===== src/rtl/synth_pkg.sv =====
// Shared types and constants for the synth voice-allocation slice.
package synth_pkg;

    typedef enum logic [1:0] {
        IDLE   = 2'b00,
        DECIDE = 2'b01,
        RETRIG = 2'b10
    } alloc_state_e;

    typedef enum logic {
        SEL_LOWEST = 1'b0,
        SEL_OLDEST = 1'b1
    } sel_mode_e;

    localparam int unsigned NOTE_WIDTH_DEFAULT = 7;

    function automatic int unsigned rank_width(input int unsigned n);
        return $clog2(n);
    endfunction

endpackage


===== src/rtl/voice_allocator_if.sv =====
// Note-event handshake between the event source and the voice allocator.
interface voice_allocator_if #(
    parameter int unsigned NOTE_WIDTH = synth_pkg::NOTE_WIDTH_DEFAULT
);
    logic                  NoteValid;
    logic                  NoteReady;
    logic                  NoteOn;
    logic [NOTE_WIDTH-1:0] NoteNum;

    modport master (output NoteValid, output NoteOn, output NoteNum, input NoteReady);
    modport slave  (input NoteValid, input NoteOn, input NoteNum, output NoteReady);
endinterface


===== src/rtl/voice_select.sv =====
// Picks one voice from a candidate mask: lowest index, or oldest (largest rank).
module voice_select
    import synth_pkg::*;
#(
    parameter int unsigned NUM_VOICES = 4
) (
    input  logic [NUM_VOICES-1:0]                         cand_i,
    input  logic [NUM_VOICES*rank_width(NUM_VOICES)-1:0]  rank_i,
    input  sel_mode_e                                     mode_i,
    output logic [rank_width(NUM_VOICES)-1:0]             idx_o,
    output logic                                          found_o
);
    localparam int unsigned RW = rank_width(NUM_VOICES);

    logic [RW-1:0] r;
    logic [RW-1:0] best;

    // In lowest mode only the first candidate is taken; in oldest mode a higher rank replaces it.
    always_comb begin
        idx_o   = '0;
        found_o = 1'b0;
        best    = '0;
        r       = '0;
        for (int v = 0; v < NUM_VOICES; v++) begin
            r = rank_i[v*RW +: RW];
            if (cand_i[v] && (!found_o || (mode_i == SEL_OLDEST && r > best))) begin
                idx_o   = RW'(v);
                best    = r;
                found_o = 1'b1;
            end
        end
    end

endmodule


===== src/rtl/voice_allocator.sv =====
// Polyphonic voice allocator: maps note events onto ADSR voices with retrigger and stealing.
module voice_allocator
    import synth_pkg::*;
#(
    parameter int unsigned NUM_VOICES = 4,
    parameter int unsigned NOTE_WIDTH = NOTE_WIDTH_DEFAULT
) (
    input  logic                             Clock,
    input  logic                             Reset,
    voice_allocator_if.slave                 ev,
    input  logic [NUM_VOICES-1:0]            Running,
    output logic [NUM_VOICES-1:0]            Gate,
    output logic [NUM_VOICES*NOTE_WIDTH-1:0] VoiceNote,
    output logic                             Steal
);
    localparam int unsigned NV = NUM_VOICES;
    localparam int unsigned NW = NOTE_WIDTH;
    localparam int unsigned RW = rank_width(NUM_VOICES);

    alloc_state_e  state_q;
    logic          ready_q;
    logic          steal_q;
    logic          on_q;
    logic [NW-1:0] num_q;
    logic [RW-1:0] tgt_q;
    logic [NV-1:0] gate_q;
    logic [NW-1:0] note_q [NV];
    logic [RW-1:0] rank_q [NV];
    logic [RW-1:0] rank_d [NV];

    logic [NV-1:0]    match_mask, free_mask, rel_mask;
    logic [NV*RW-1:0] rank_flat;
    logic [RW-1:0]    match_idx, free_idx, rel_idx, gated_idx;
    logic             match_found, free_found, rel_found, gated_found;

    logic [RW-1:0] tgt_d;
    logic          hit_d, retrig_d, steal_d;

    // Voice classification against the latched event; Running only matters in DECIDE.
    always_comb begin
        match_mask = '0;
        free_mask  = '0;
        rel_mask   = '0;
        rank_flat  = '0;
        for (int v = 0; v < NV; v++) begin
            match_mask[v]          = gate_q[v] && (note_q[v] == num_q);
            free_mask[v]           = !gate_q[v] && !Running[v];
            rel_mask[v]            = !gate_q[v] && Running[v];
            rank_flat[v*RW +: RW]  = rank_q[v];
        end
    end

    voice_select #(.NUM_VOICES(NV)) u_match (
        .cand_i(match_mask), .rank_i(rank_flat), .mode_i(SEL_LOWEST),
        .idx_o(match_idx), .found_o(match_found)
    );
    voice_select #(.NUM_VOICES(NV)) u_free (
        .cand_i(free_mask), .rank_i(rank_flat), .mode_i(SEL_LOWEST),
        .idx_o(free_idx), .found_o(free_found)
    );
    voice_select #(.NUM_VOICES(NV)) u_rel (
        .cand_i(rel_mask), .rank_i(rank_flat), .mode_i(SEL_OLDEST),
        .idx_o(rel_idx), .found_o(rel_found)
    );
    voice_select #(.NUM_VOICES(NV)) u_gated (
        .cand_i(gate_q), .rank_i(rank_flat), .mode_i(SEL_OLDEST),
        .idx_o(gated_idx), .found_o(gated_found)
    );

    // Rule priority: retrigger same note, free voice, oldest releasing, steal oldest gated.
    always_comb begin
        tgt_d    = '0;
        hit_d    = 1'b0;
        retrig_d = 1'b0;
        steal_d  = 1'b0;
        if (on_q) begin
            if (match_found) begin
                tgt_d = match_idx; hit_d = 1'b1; retrig_d = 1'b1;
            end else if (free_found) begin
                tgt_d = free_idx;  hit_d = 1'b1;
            end else if (rel_found) begin
                tgt_d = rel_idx;   hit_d = 1'b1;
            end else if (gated_found) begin
                tgt_d = gated_idx; hit_d = 1'b1; retrig_d = 1'b1; steal_d = 1'b1;
            end
        end else if (match_found) begin
            tgt_d = match_idx; hit_d = 1'b1;
        end
    end

    // Target becomes newest; everything younger than its old rank ages by one.
    always_comb begin
        for (int v = 0; v < NV; v++) begin
            rank_d[v] = rank_q[v];
            if (RW'(v) == tgt_d) begin
                rank_d[v] = '0;
            end else if (rank_q[v] < rank_q[tgt_d]) begin
                rank_d[v] = rank_q[v] + RW'(1);
            end
        end
    end

    always_ff @(posedge Clock) begin
        if (!Reset) begin
            state_q <= IDLE;
            ready_q <= 1'b0;
            steal_q <= 1'b0;
            on_q    <= 1'b0;
            num_q   <= '0;
            tgt_q   <= '0;
            gate_q  <= '0;
            for (int v = 0; v < NV; v++) begin
                note_q[v] <= '0;
                rank_q[v] <= RW'(v);
            end
        end else begin
            steal_q <= 1'b0;
            case (state_q)
                IDLE: begin
                    if (ev.NoteValid && ready_q) begin
                        on_q    <= ev.NoteOn;
                        num_q   <= ev.NoteNum;
                        state_q <= DECIDE;
                        ready_q <= 1'b0;
                    end else begin
                        ready_q <= 1'b1;
                    end
                end
                DECIDE: begin
                    tgt_q <= tgt_d;
                    if (hit_d && on_q) begin
                        rank_q        <= rank_d;
                        note_q[tgt_d] <= num_q;
                        gate_q[tgt_d] <= !retrig_d;
                        steal_q       <= steal_d;
                    end else if (hit_d) begin
                        gate_q[tgt_d] <= 1'b0;
                    end
                    state_q <= retrig_d ? RETRIG : IDLE;
                    ready_q <= !retrig_d;
                end
                RETRIG: begin
                    gate_q[tgt_q] <= 1'b1;
                    state_q       <= IDLE;
                    ready_q       <= 1'b1;
                end
                default: begin
                    state_q <= IDLE;
                    ready_q <= 1'b1;
                end
            endcase
        end
    end

    always_comb begin
        VoiceNote = '0;
        for (int v = 0; v < NV; v++) begin
            VoiceNote[v*NW +: NW] = note_q[v];
        end
    end

    assign Gate         = gate_q;
    assign Steal        = steal_q;
    assign ev.NoteReady = ready_q;

endmodule


===== src/flat_wrapper.sv =====
// flat-port wrapper written by rule: the top's interface ports become plain ports
module voice_allocator_flat import synth_pkg::*;
#(
    parameter int unsigned NUM_VOICES = 4,
    parameter int unsigned NOTE_WIDTH = NOTE_WIDTH_DEFAULT
)
  (Clock, Reset, Running, Gate, VoiceNote, Steal, ev_NoteValid, ev_NoteOn, ev_NoteNum, ev_NoteReady);
  voice_allocator_if #(.NOTE_WIDTH(NOTE_WIDTH)) ev_i ();
  input  logic Clock;
  input  logic Reset;
  input  logic [NUM_VOICES-1:0] Running;
  output logic [NUM_VOICES-1:0] Gate;
  output logic [NUM_VOICES*NOTE_WIDTH-1:0] VoiceNote;
  output logic Steal;
  input wire logic [$bits(ev_i.NoteValid)-1:0] ev_NoteValid;
  input wire logic [$bits(ev_i.NoteOn)-1:0] ev_NoteOn;
  input wire logic [$bits(ev_i.NoteNum)-1:0] ev_NoteNum;
  output wire logic [$bits(ev_i.NoteReady)-1:0] ev_NoteReady;
  assign ev_i.NoteValid = ev_NoteValid;
  assign ev_i.NoteOn = ev_NoteOn;
  assign ev_i.NoteNum = ev_NoteNum;
  assign ev_NoteReady = ev_i.NoteReady;
  voice_allocator #(.NUM_VOICES(NUM_VOICES), .NOTE_WIDTH(NOTE_WIDTH)) u_core (.Clock(Clock), .Reset(Reset), .ev(ev_i), .Running(Running), .Gate(Gate), .VoiceNote(VoiceNote), .Steal(Steal));
endmodule

===== config.mk =====
export PLATFORM = sky130hd
export DESIGN_NAME = voice_allocator_flat
export DESIGN_NICKNAME = d
export VERILOG_FILES = /design/src/rtl/synth_pkg.sv /design/src/rtl/voice_allocator_if.sv /design/src/rtl/voice_select.sv /design/src/rtl/voice_allocator.sv /design/src/flat_wrapper.sv
export SDC_FILE = /design/constraint.sdc
export NUM_CORES = 1
export LEC_CHECK = 0
export ABC_AREA = 1
export CORE_AREA = 2 2 95 97
export DETAILED_ROUTE_END_ITERATION = 6
export DIE_AREA = 0 0 97 99
export HOLD_SLACK_MARGIN = 0.05
export PLACE_DENSITY = 0.69
export SYNTH_ARGS = -nofsm -noshare
export SYNTH_HDL_FRONTEND = slang
export SYNTH_SLANG_ARGS = --single-unit
export TNS_END_PERCENT = 20

===== constraint.sdc =====
create_clock -name Clock -period 4.3 [get_ports Clock]
set_input_delay 0.645 -clock Clock [delete_from_list [all_inputs] [get_ports Clock]]
set_output_delay 0.645 -clock Clock [all_outputs]
set_load 0.005 [all_outputs]

; After elaboration in Yosys (flattened, before gate mapping)
; Memories as Yosys holds them, arrays and structs flattened.
; Index checks and enable logic that the tools add are counted.
; Widths: inputs -> output; s select.
[classes]
add_sub_neg = 4
order_cmp = 15
n_eq_ne = 11
muxes = 82
bitwise = 8
reduce_logical = 70
[op_table]
columns = operator, n
row1 = $mux 2, 33
row2 = $mux 1, 39
row3 = $eq 7x7->1, 4
row4 = $logic_and 1x1->1, 28
row5 = $logic_not 1->1, 21
row6 = $gt 2x2->1, 6
row7 = $reduce_and 3->1, 4
row8 = $reduce_bool 2->1, 5
row9 = $add 2x1->2 const B, 4
row10 = $lt 2x2->1, 4
row11 = $mux 4, 2
row12 = $pmux 4 s2, 1
row13 = $mux 7, 1
row14 = $reduce_or 7->1, 1
row15 = $logic_or 1x1->1, 6
row16 = $lt 2x3->1 const B, 2
row17 = $reduce_or 5->1, 1
row18 = $and 4x4->4, 1
row19 = $bmux 2 s2, 1
row20 = $bwmux 4, 1
row21 = $demux 1 s2, 2
row22 = $eq 2x2->1 const A, 2
row23 = $ge 2x1->1 const B, 2
row24 = $logic_not 2->1, 2
row25 = other kinds (13), 17
[totals]
ff_bits = 26
ramBits = 28
inputBits = 15
output_inout_bits = 34
mem_count = 1
[mem_list]
columns = name, words, width, read_ports, rd_clocked_by_memory_dff, wr, line
row1 = u_core.note_q, 4, 7, 4, 0, 4, voice_allocator.sv:27  ; logic [NW-1:0] note_q [NV];

; Logic depth before layout (Yosys ltp)
; Gate-level depths: netlist (run 1).
[logic_depth]
depth_word = 28
ltp_mapped = 41
ltp_nobuf = 41

; Hierarchy
; From an unflattened synthesis (run 1), not the netlist that was laid out.
[hier_totals]
hier_cells = 607
area_unflattened_um2 = 4152.7
[modules_own_cells]
columns = module, n_inst, cells_each, area_per_inst_um2, seq_area_each_um2
row1 = voice_allocator, 1, 399, 3056.7, 1361.3
row2 = voice_select, 4, 52, 274.0, 0.0

; Worst setup path before layout (run 1)
; No wires, ideal clock.
[synth_timing]
path_kind = input to register
start = input port Running[0]
end = memory u_core.note_q[0][0] in the netlist's numbering, enable pin
setup_ns = 0.381
arrival_time_ns = 4.317
required_time_ns = 3.919
slack_ns = -0.398
cell_stages = 31
n_path_buf = 1
cell_sequence = nand2_4 > inv_1 > nand2_1 > ha_1 > inv_1 > nor2_1 > o21ai_0 > nand2_1 > nand2_1 > o21ai_0 > ha_1 > inv_1 > o21bai_1 > nand2_1 > a21oi_2 > inv_1 > nand2_1 > o21ai_0 > ha_1 > nand2_1 > nand2_1 > nand2_1 > nand2_1 > nand2_1 > nand2_1 > nor2_2 > nand2_2 > a21oi_1 > nand2_1 > buf_2 > o21ai_0
[synth_lines]
columns = item, line
row1 = start: declaration, flat_wrapper.sv:11  ; input logic [NUM_VOICES-1:0] Running;
row2 = end: declaration, voice_allocator.sv:27

; Worst setup path in the final report (run 1)
[layout_timing]
start = input port Running[0]
end = register u_core.rank_q, in the netlist u_core.rank_flat[1]
[layout_between]
elab_chain_cells = 25
elab_cells_between_ends = 56
classes_between = 4 x order compare / 29 x mux / 1 x bitwise / 22 x reduce/logical
[layout_rtl]
columns = item, line
row1 = $logic_and 1x1->1, voice_allocator.sv:48  ; rel_mask[v] = !gate_q[v] && Running[v];
row2 = $mux 2 or $mux 1 (tied branches), voice_select.sv:26  ; if (cand_i[v] && (!found_o || (mode_i == SEL_OLDEST && r > best))) begin
row3 = $gt 2x2->1 or $logic_not 1->1 (tied branches), voice_select.sv:26
row4 = $logic_or 1x1->1, voice_select.sv:26
row5 = $logic_and 1x1->1, voice_select.sv:26
row6 = $mux 2 or $mux 1 (tied branches), voice_select.sv:26
row7 = $gt 2x2->1 or $logic_not 1->1 (tied branches), voice_select.sv:26
row8 = $logic_or 1x1->1, voice_select.sv:26
row9 = [8 not listed], -
row10 = $mux 2, voice_allocator.sv:77  ; if (match_found) begin
row11 = $mux 2, voice_allocator.sv:76  ; if (on_q) begin
row12 = $not 2->3 (implied by the code), voice_allocator.sv:97  ; end else if (rank_q[v] < rank_q[tgt_d]) begin
row13 = $bmux 2 s2, voice_allocator.sv:97
row14 = $mux 2 (implied by the code) (2 in series), voice_allocator.sv:97
row15 = $lt 2x2->1, voice_allocator.sv:97
row16 = $reduce_bool 2->1 (no source line), -
row17 = $reduce_and 3->1 (no source line), -
row18 = end signal: indexed assignment, voice_allocator.sv:114  ; rank_q[v] <= RW'(v);
row19 = end signal: assignment, voice_allocator.sv:132  ; rank_q <= rank_d;
row20 = end: declaration, voice_allocator.sv:28  ; logic [RW-1:0] rank_q [NV];
; Several ways; a longest one is shown, not always the timed one. The select of a mux whose other input is x is not followed.
; A chain may end at the register's enable or synchronous reset.

==> run_results.csv, run 1 <==
group,metric,value,unit
clock_tree,cts.clk_slew.worst_paths,100,ps
placement,placed_cell_area,4640,sq um
detailed_routing,drc,0,
critical_path,rrSetupSlack,0,ps
clock_tree,cts_tree,"built",
layout,diodes,0,
global_route,grt_max_degree,25,
synth,ys_seq_elements,54,
clock_tree,htreeDepth,2,
power_and_ir_drop,seqPwrFrac,0.320,
timing,worst_slew_pin_slew,575,ps
critical_path,end_kind,"register",
layout,design_area,5050,sq um
floorplanning,rows,34,
placement,dp_cells,754,
timing,post-route-period-util,1.00,
worst_hold_path,hold_path_class,"reg -> reg",
placement,dp_hpwl,8.28,mm
floorplanning,chipWidth,97,um
timing,finalMaxSlewViolations,0,
power_and_ir_drop,power_frac_comb,0.538,
outcome,outcome,"finished, violations left",
critical_path,reg2reg_from,"u_core.Gate[0]",
outcome,violations,"setup timing",
synth,yosysTopAreaCell,"edfxtp_1",
floorplanning,initial_utilization,0.441,
synth,synthTopCellsByCount,"nand2_1 (184), inv_1 (76), nor2_1 (72), nand3_1 (41)",
timing,fin_setup_tns,-21.1,ps
critical_path,cp-start-kind,"input pin",
critical_path,crit_start,"Running[0]",
global_route,overflow,0,
critical_path,cp_num_cells,39,
power_and_ir_drop,total_power,2.25,mW
layout,fillers,821,
detailed_routing,wire_per_inst,14.2,um
layout,drive_gt1_frac,0.221,
synth,synth_seq_area_share,0.361,
timing,fmax,232,MHz
detailed_routing,drt_iter0_drc,258,
power_and_ir_drop,power_frac_clock,0.142,
global_route,grt_pass1_wl,17.6,mm
critical_path,crit_buf_inv,5,
layout,final_cell_count_no_fill,772,
placement,io_buffer_count,48,
layout,multi_input_area,2280,sq um
timing,setup-violations-final,2,
timing,finalHoldViolCount,0,
timing,fin_ws,-14.1,ps
power_and_ir_drop,ir_worst_vdd,0.183,mV
run,cap_violations,0,
floorplanning,die-height,99,um
timing,whs,498,ps
floorplanning,die_area,9600,sq um
critical_path,cp_max_fo,5,
critical_path,crit_end,"u_core.rank_flat[1]",
global_route,grt_usage,0.227,
critical_path,critical_path_class,"in -> reg",
layout,final_nets,693,
worst_hold_path,whs_path_depth,2,
detailed_routing,via_per_inst,5.14,
synth,synth.avg_cell_area,6.59,sq um
power_and_ir_drop,p_leak,2.26,nW
synth,syn-cell-area,3770,sq um
critical_path,cp.required,4500,ps
power_and_ir_drop,swShare,0.452,
critical_path,max_stage_delay,310,ps
power_and_ir_drop,p_int,1.23,mW
synth,syn-num-nets,602,
clock_tree,clk_latency,330,ps
critical_path,slowest_stage,"ha_1",
synth,syn_inst,572,
synth,yosys-top-cells-area,"edfxtp_1 (22%), nand2_1 (18%), dfxtp_1 (14%)",
clock_tree,cts_num_sinks,54,
synth,synth_edf_count,28,
clock_tree,cts_buffers,5,
layout,area_growth,34.0,%
critical_path,reg2reg_depth,39,
synth,ys_async_sr_fraction,0,
synth,ys_types,32,
critical_path,crit_family,"simple AND/OR/NAND/NOR gates",
timing,min_period,4310,ps
critical_path,r2r-end,"u_core.rank_flat[1]",
timing,rsz0062_at_grt,"yes",
detailed_routing,dr_total_vias,3968,
synth,synth_most_common_cell,"nand2_1",
timing,slew_headroom,0.616,
layout,finish.utilization,0.590,
critical_path,crit_path_frequent_cell,"nand2_1",
power_and_ir_drop,p_sw,1.02,mW
power_and_ir_drop,powerDensity,446,nW/um^2
detailed_routing,finalWirelength,11.0,mm
layout,seqCellArea,1360,sq um
clock_tree,clockBufferDepth,2,
placement,place.gp.congestion,0.931,
floorplanning,io_pins,49,
clock_tree,cts-root-buf,"clkbuf_8",
synth,yosys.area.top_type_share,0.223,
critical_path,arrival,4520,ps
global_route,grt_pass1_vias,3824,
timing,finalClockSkew,14.4,ps
placement,pre_cts_ws,-942,ps
floorplanning,core,8550,sq um
detailed_routing,antenna_left,0,
detailed_routing,dr.pass1.iters,6,
global_route,antenna_found_initial,0,
synth,yosysWarnings,0,
synth,ys_dominant_reg_cell,"edfxtp_1",
==> logic make-up (layout without fill, tap and decap cells) <==
family                     Yosys count  in the layout  synth area share
xor gates and xnor gates             4              4           0.00930
DFF                                 54             54             0.361
AOI/OAI and AO/OA                   67             67            0.0959
and+or+nand+nor                    336            336             0.386
adders and majority gates           15             15            0.0498
buffers and inverters               96            188            0.0973
==> routing by layer <==
| layer | track usage | wire [um] | vias up |
|---|---|---|---|
| li1 | - | - | 1990 |
| met1 | 0.259 | 4380 | 1841 |
| met2 | 0.421 | 5620 | 115 |
| met3 | 0.0312 | 681 | 22 |
| met4 | 0.0997 | 301 | 0 |
| met5 | 0 | 0 | - |
==> cell usage in the layout, fill, tap and decap left out, drive strengths merged, types with 2 or more instances in the layout <==
| cell | count |
|---|---|
| buf | 46 |
| clkdlybuf4s50 | 47 |
| nor2 | 79 |
| nand3 | 45 |
| a41oi | 2 |
| a21oi | 32 |
| inv | 88 |
| ha | 15 |
| xnor2 | 3 |
| o21ai | 31 |
| nor3b | 3 |
| dfxtp | 26 |
| nand4 | 6 |
| clkbuf | 6 |
| edfxtp | 28 |
| nand2 | 197 |
| nor3 | 3 |
==> cell type report <==
cell class | count | share of cell area
Timing Repair Buffer | 93 | 0.167
Clock inverter | 2 | 0.00322
Sequential cell | 54 | 0.270
Inverter | 87 | 0.0652
Clock buffer | 6 | 0.0164
Tap cell | 108 | 0.0268
Multi-Input combinational cell | 422 | 0.452
==> power by group through the flow <==
stage / registers, mW / clock network [mW] / logic (mW)
finish: 0.720 / 0.319 / 1.21
global route: 0.734 / 0.341 / 1.34
CTS: 0.718 / 0.324 / 1.14
detailed placement: 0.728 / 0 / 1.09
global placement: 0.728 / 0 / 1.06
floorplan: 0.704 / 0 / 0.710
==> worst reg2reg max path: cells and delay by family, from the launching register on <==
family	cells	cell delay, ps
and+or+nand+nor	25	1960
DFF	1	350
AOI/OAI and AO/OA	6	580
adders and majority gates	3	830
buffers and inverters	5	460
==> how the worst min path moves through the flow <==
stage | slack (ps) | start | to
after floorplan | 470 | u_core.ev.NoteReady | u_core.state_q[0]
after global placement | 460 | u_core.ev.NoteReady | u_core.state_q[0]
after detailed placement | 480 | u_core.ev.NoteReady | u_core.state_q[0]
after CTS | 500 | u_core.ev.NoteReady | u_core.state_q[0]
after global routing | 520 | u_core.ev.NoteReady | u_core.state_q[0]
final | 500 | u_core.ev.NoteReady | u_core.state_q[0]
==> state kept, by name, summed over array words and instances (netlist names) <==
name / flops
u_core.Gate: 4
u_core.state_q: 2
u_core.ev.NoteReady: 1
u_core.Steal: 1
u_core.num_q: 7
u_core.on_q: 1
u_core.rank_flat: 8
u_core.note_q: 28
u_core.tgt_q: 2
==> timing repair <==
item / CTS / global route
pin swaps: 17 / 35
buffers inserted: 5 / 5
cloned: 0 / 0
gates resized for setup: 39 / 33
hold buffers: 0 / 0
endpoints found under the setup margin: 62 / 61
(Power assumes the default switching activity.)
==> run 2: changes to the inputs <==
--- a/config.mk
+++ b/config.mk
@@ -9,6 +9,7 @@
 export CORE_AREA = 2 2 95 97
 export DETAILED_ROUTE_END_ITERATION = 6
 export DIE_AREA = 0 0 97 99
+export GPL_ROUTABILITY_DRIVEN = 0
 export HOLD_SLACK_MARGIN = 0.05
 export PLACE_DENSITY = 0.69
 export SYNTH_ARGS = -nofsm -noshare
==> run_results.csv, run 2 (same netlist as run 1, synthesis figures left out) <==
group,metric,value,unit
timing,finalHoldViolCount,0,
layout,drive_gt1_frac,0.220,
critical_path,r2r-end,"u_core.rank_flat[1]",
global_route,grt_pass1_vias,3794,
floorplanning,rows,34,
timing,fmax,232,MHz
critical_path,end_kind,"register",
power_and_ir_drop,p_leak,2.24,nW
clock_tree,cts-root-buf,"clkbuf_8",
global_route,antenna_found_initial,0,
critical_path,cp.required,4500,ps
layout,seqCellArea,1360,sq um
power_and_ir_drop,total_power,2.33,mW
critical_path,crit_family,"simple AND/OR/NAND/NOR gates",
timing,post-route-period-util,1.00,
floorplanning,chipWidth,97,um
floorplanning,initial_utilization,0.441,
power_and_ir_drop,ir_worst_vdd,0.221,mV
worst_hold_path,min-delay-start,"u_core.ev.NoteReady",
placement,io_buffer_count,48,
critical_path,rrSetupSlack,-7,ps
detailed_routing,drc,0,
layout,regMostFlops,"u_core.note_q",
clock_tree,clockBufferDepth,2,
critical_path,slowest_stage,"ha_1",
layout,multi_input_area,2300,sq um
global_route,grt_usage,0.223,
outcome,violations,"setup timing",
worst_hold_path,hold_path_class,"reg -> reg",
detailed_routing,via_per_inst,5.25,
detailed_routing,dr_total_vias,4024,
clock_tree,cts_num_sinks,54,
detailed_routing,finalWirelength,11.2,mm
detailed_routing,drt_iter0_drc,222,
global_route,grt_max_degree,25,
timing,finalClockSkew,11.4,ps
global_route,grt_pass1_wl,17.4,mm
critical_path,crit_buf_inv,6,
clock_tree,cts.clk_slew.worst_paths,110,ps
floorplanning,io_pins,49,
layout,area_growth,34.3,%
worst_hold_path,hold_path_end,"u_core.state_q[0]",
clock_tree,htreeDepth,2,
critical_path,crit_path_frequent_cell,"nand2_1",
clock_tree,holdBufCountCts,0,
clock_tree,cts_tree,"built",
power_and_ir_drop,powerDensity,461,nW/um^2
timing,worst_slew_pin_slew,601,ps
critical_path,cp_max_fo,5,
clock_tree,clk_latency,320,ps
critical_path,critical_path_class,"in -> reg",
layout,largest_register_ff_count,28,
run,cap_violations,0,
critical_path,max_stage_delay,320,ps
detailed_routing,dr.pass1.iters,5,
layout,final_nets,688,
critical_path,reg2reg_from,"u_core.Gate[0]",
floorplanning,die_area,9600,sq um
global_route,overflow,0,
timing,fin_ws,-6.96,ps
layout,fillers,760,
timing,setup-violations-final,1,
critical_path,cp-start-kind,"input pin",
timing,min_period,4310,ps
layout,mostFrequentLayoutCell,"nand2_1",
layout,layout_common_cells,"nand2_1 (167), inv_1 (71), nor2_1 (66), clkdlybuf4s50_1 (47), buf_4 (36)",
floorplanning,core,8550,sq um
timing,slew_headroom,0.598,
clock_tree,cts_buffers,5,
layout,diodes,0,
detailed_routing,wire_per_inst,14.6,um
floorplanning,die-height,99,um
placement,dp_hpwl,8.22,mm
worst_hold_path,whs_path_depth,2,
timing,finalMaxSlewViolations,0,
critical_path,reg2reg_depth,37,
timing,fin_setup_tns,-6.96,ps
detailed_routing,antenna_left,0,
timing,rsz0062_at_grt,"yes",
critical_path,arrival,4510,ps
outcome,outcome,"finished, violations left",
==> run 2: report_power, final <==
part           internal, mW  switching (mW)
sequential            0.622           0.103
clock                 0.178           0.195
combinational         0.472           0.761
total                  1.27            1.06
==> run 2: tightest hold or removal path, delay by kind of cell (launching register included) <==
family	cells	cell delay (ps)
DFF	1	330
and+or+nand+nor	1	70
AOI/OAI and AO/OA	1	60
==> run 2: worst max path at each step <==
stage,startpoint,endpoint,slack (ps),cells past startpoint
floorplan,Running[0],u_core.note_q[2][0],-30,33
global placement,Running[0],u_core.rank_flat[5],-690,38
detailed placement,Running[0],u_core.rank_flat[5],-900,38
CTS,Running[0],u_core.Gate[0],-6,35
global route,u_core.Gate[0],u_core.rank_flat[1],-350,36
finish,Running[0],u_core.rank_flat[1],-7,39
==> run 2: timing repair <==
| action | in CTS | in global routing |
|---|---|---|
| endpoints found under the setup margin | 62 | 61 |
| gates resized for setup | 31 | 47 |
| endpoints found under the hold margin | 0 | 0 |
| buffers inserted | 1 | 4 |
| pin swaps | 10 | 29 |
==> run 2: final cells by class <==
class | count | share of cell area
clock inverters | 3 | 0.00964
repair buffers | 88 | 0.160
well taps | 108 | 0.0267
inverters | 87 | 0.0650
clock buffers | 5 | 0.0136
flip-flops and latches | 54 | 0.270
multi-input cells | 422 | 0.455
==> run 2: metrics by stage <==
| step | worst slack [ps] | hold WS (ps) | area [sq um] | util | cells |
|---|---|---|---|---|---|
| 2_1_floorplan | -29.3 | 465 | 3790 | - | 572 |
| 3_3_place_gp | -693 | 463 | 4640 | 0.543 | 754 |
| 3_5_place_dp | -898 | 480 | 4640 | 0.543 | 754 |
| 4_1_cts | -5.55 | 498 | 4870 | 0.569 | 763 |
| 5_1_grt | -347 | 532 | 5060 | 0.592 | 767 |
| 6_report | -6.96 | 493 | 5060 | 0.592 | 767 |
==> run 2: routing by layer <==
metal | up-vias | part of all wire | track usage
li1 | 1983 | - | -
met5 | - | 0 | 0
met3 | 37 | 0.065 | 0.0298
met4 | 0 | 0.041 | 0.0932
met1 | 1848 | 0.40 | 0.260
met2 | 156 | 0.50 | 0.411
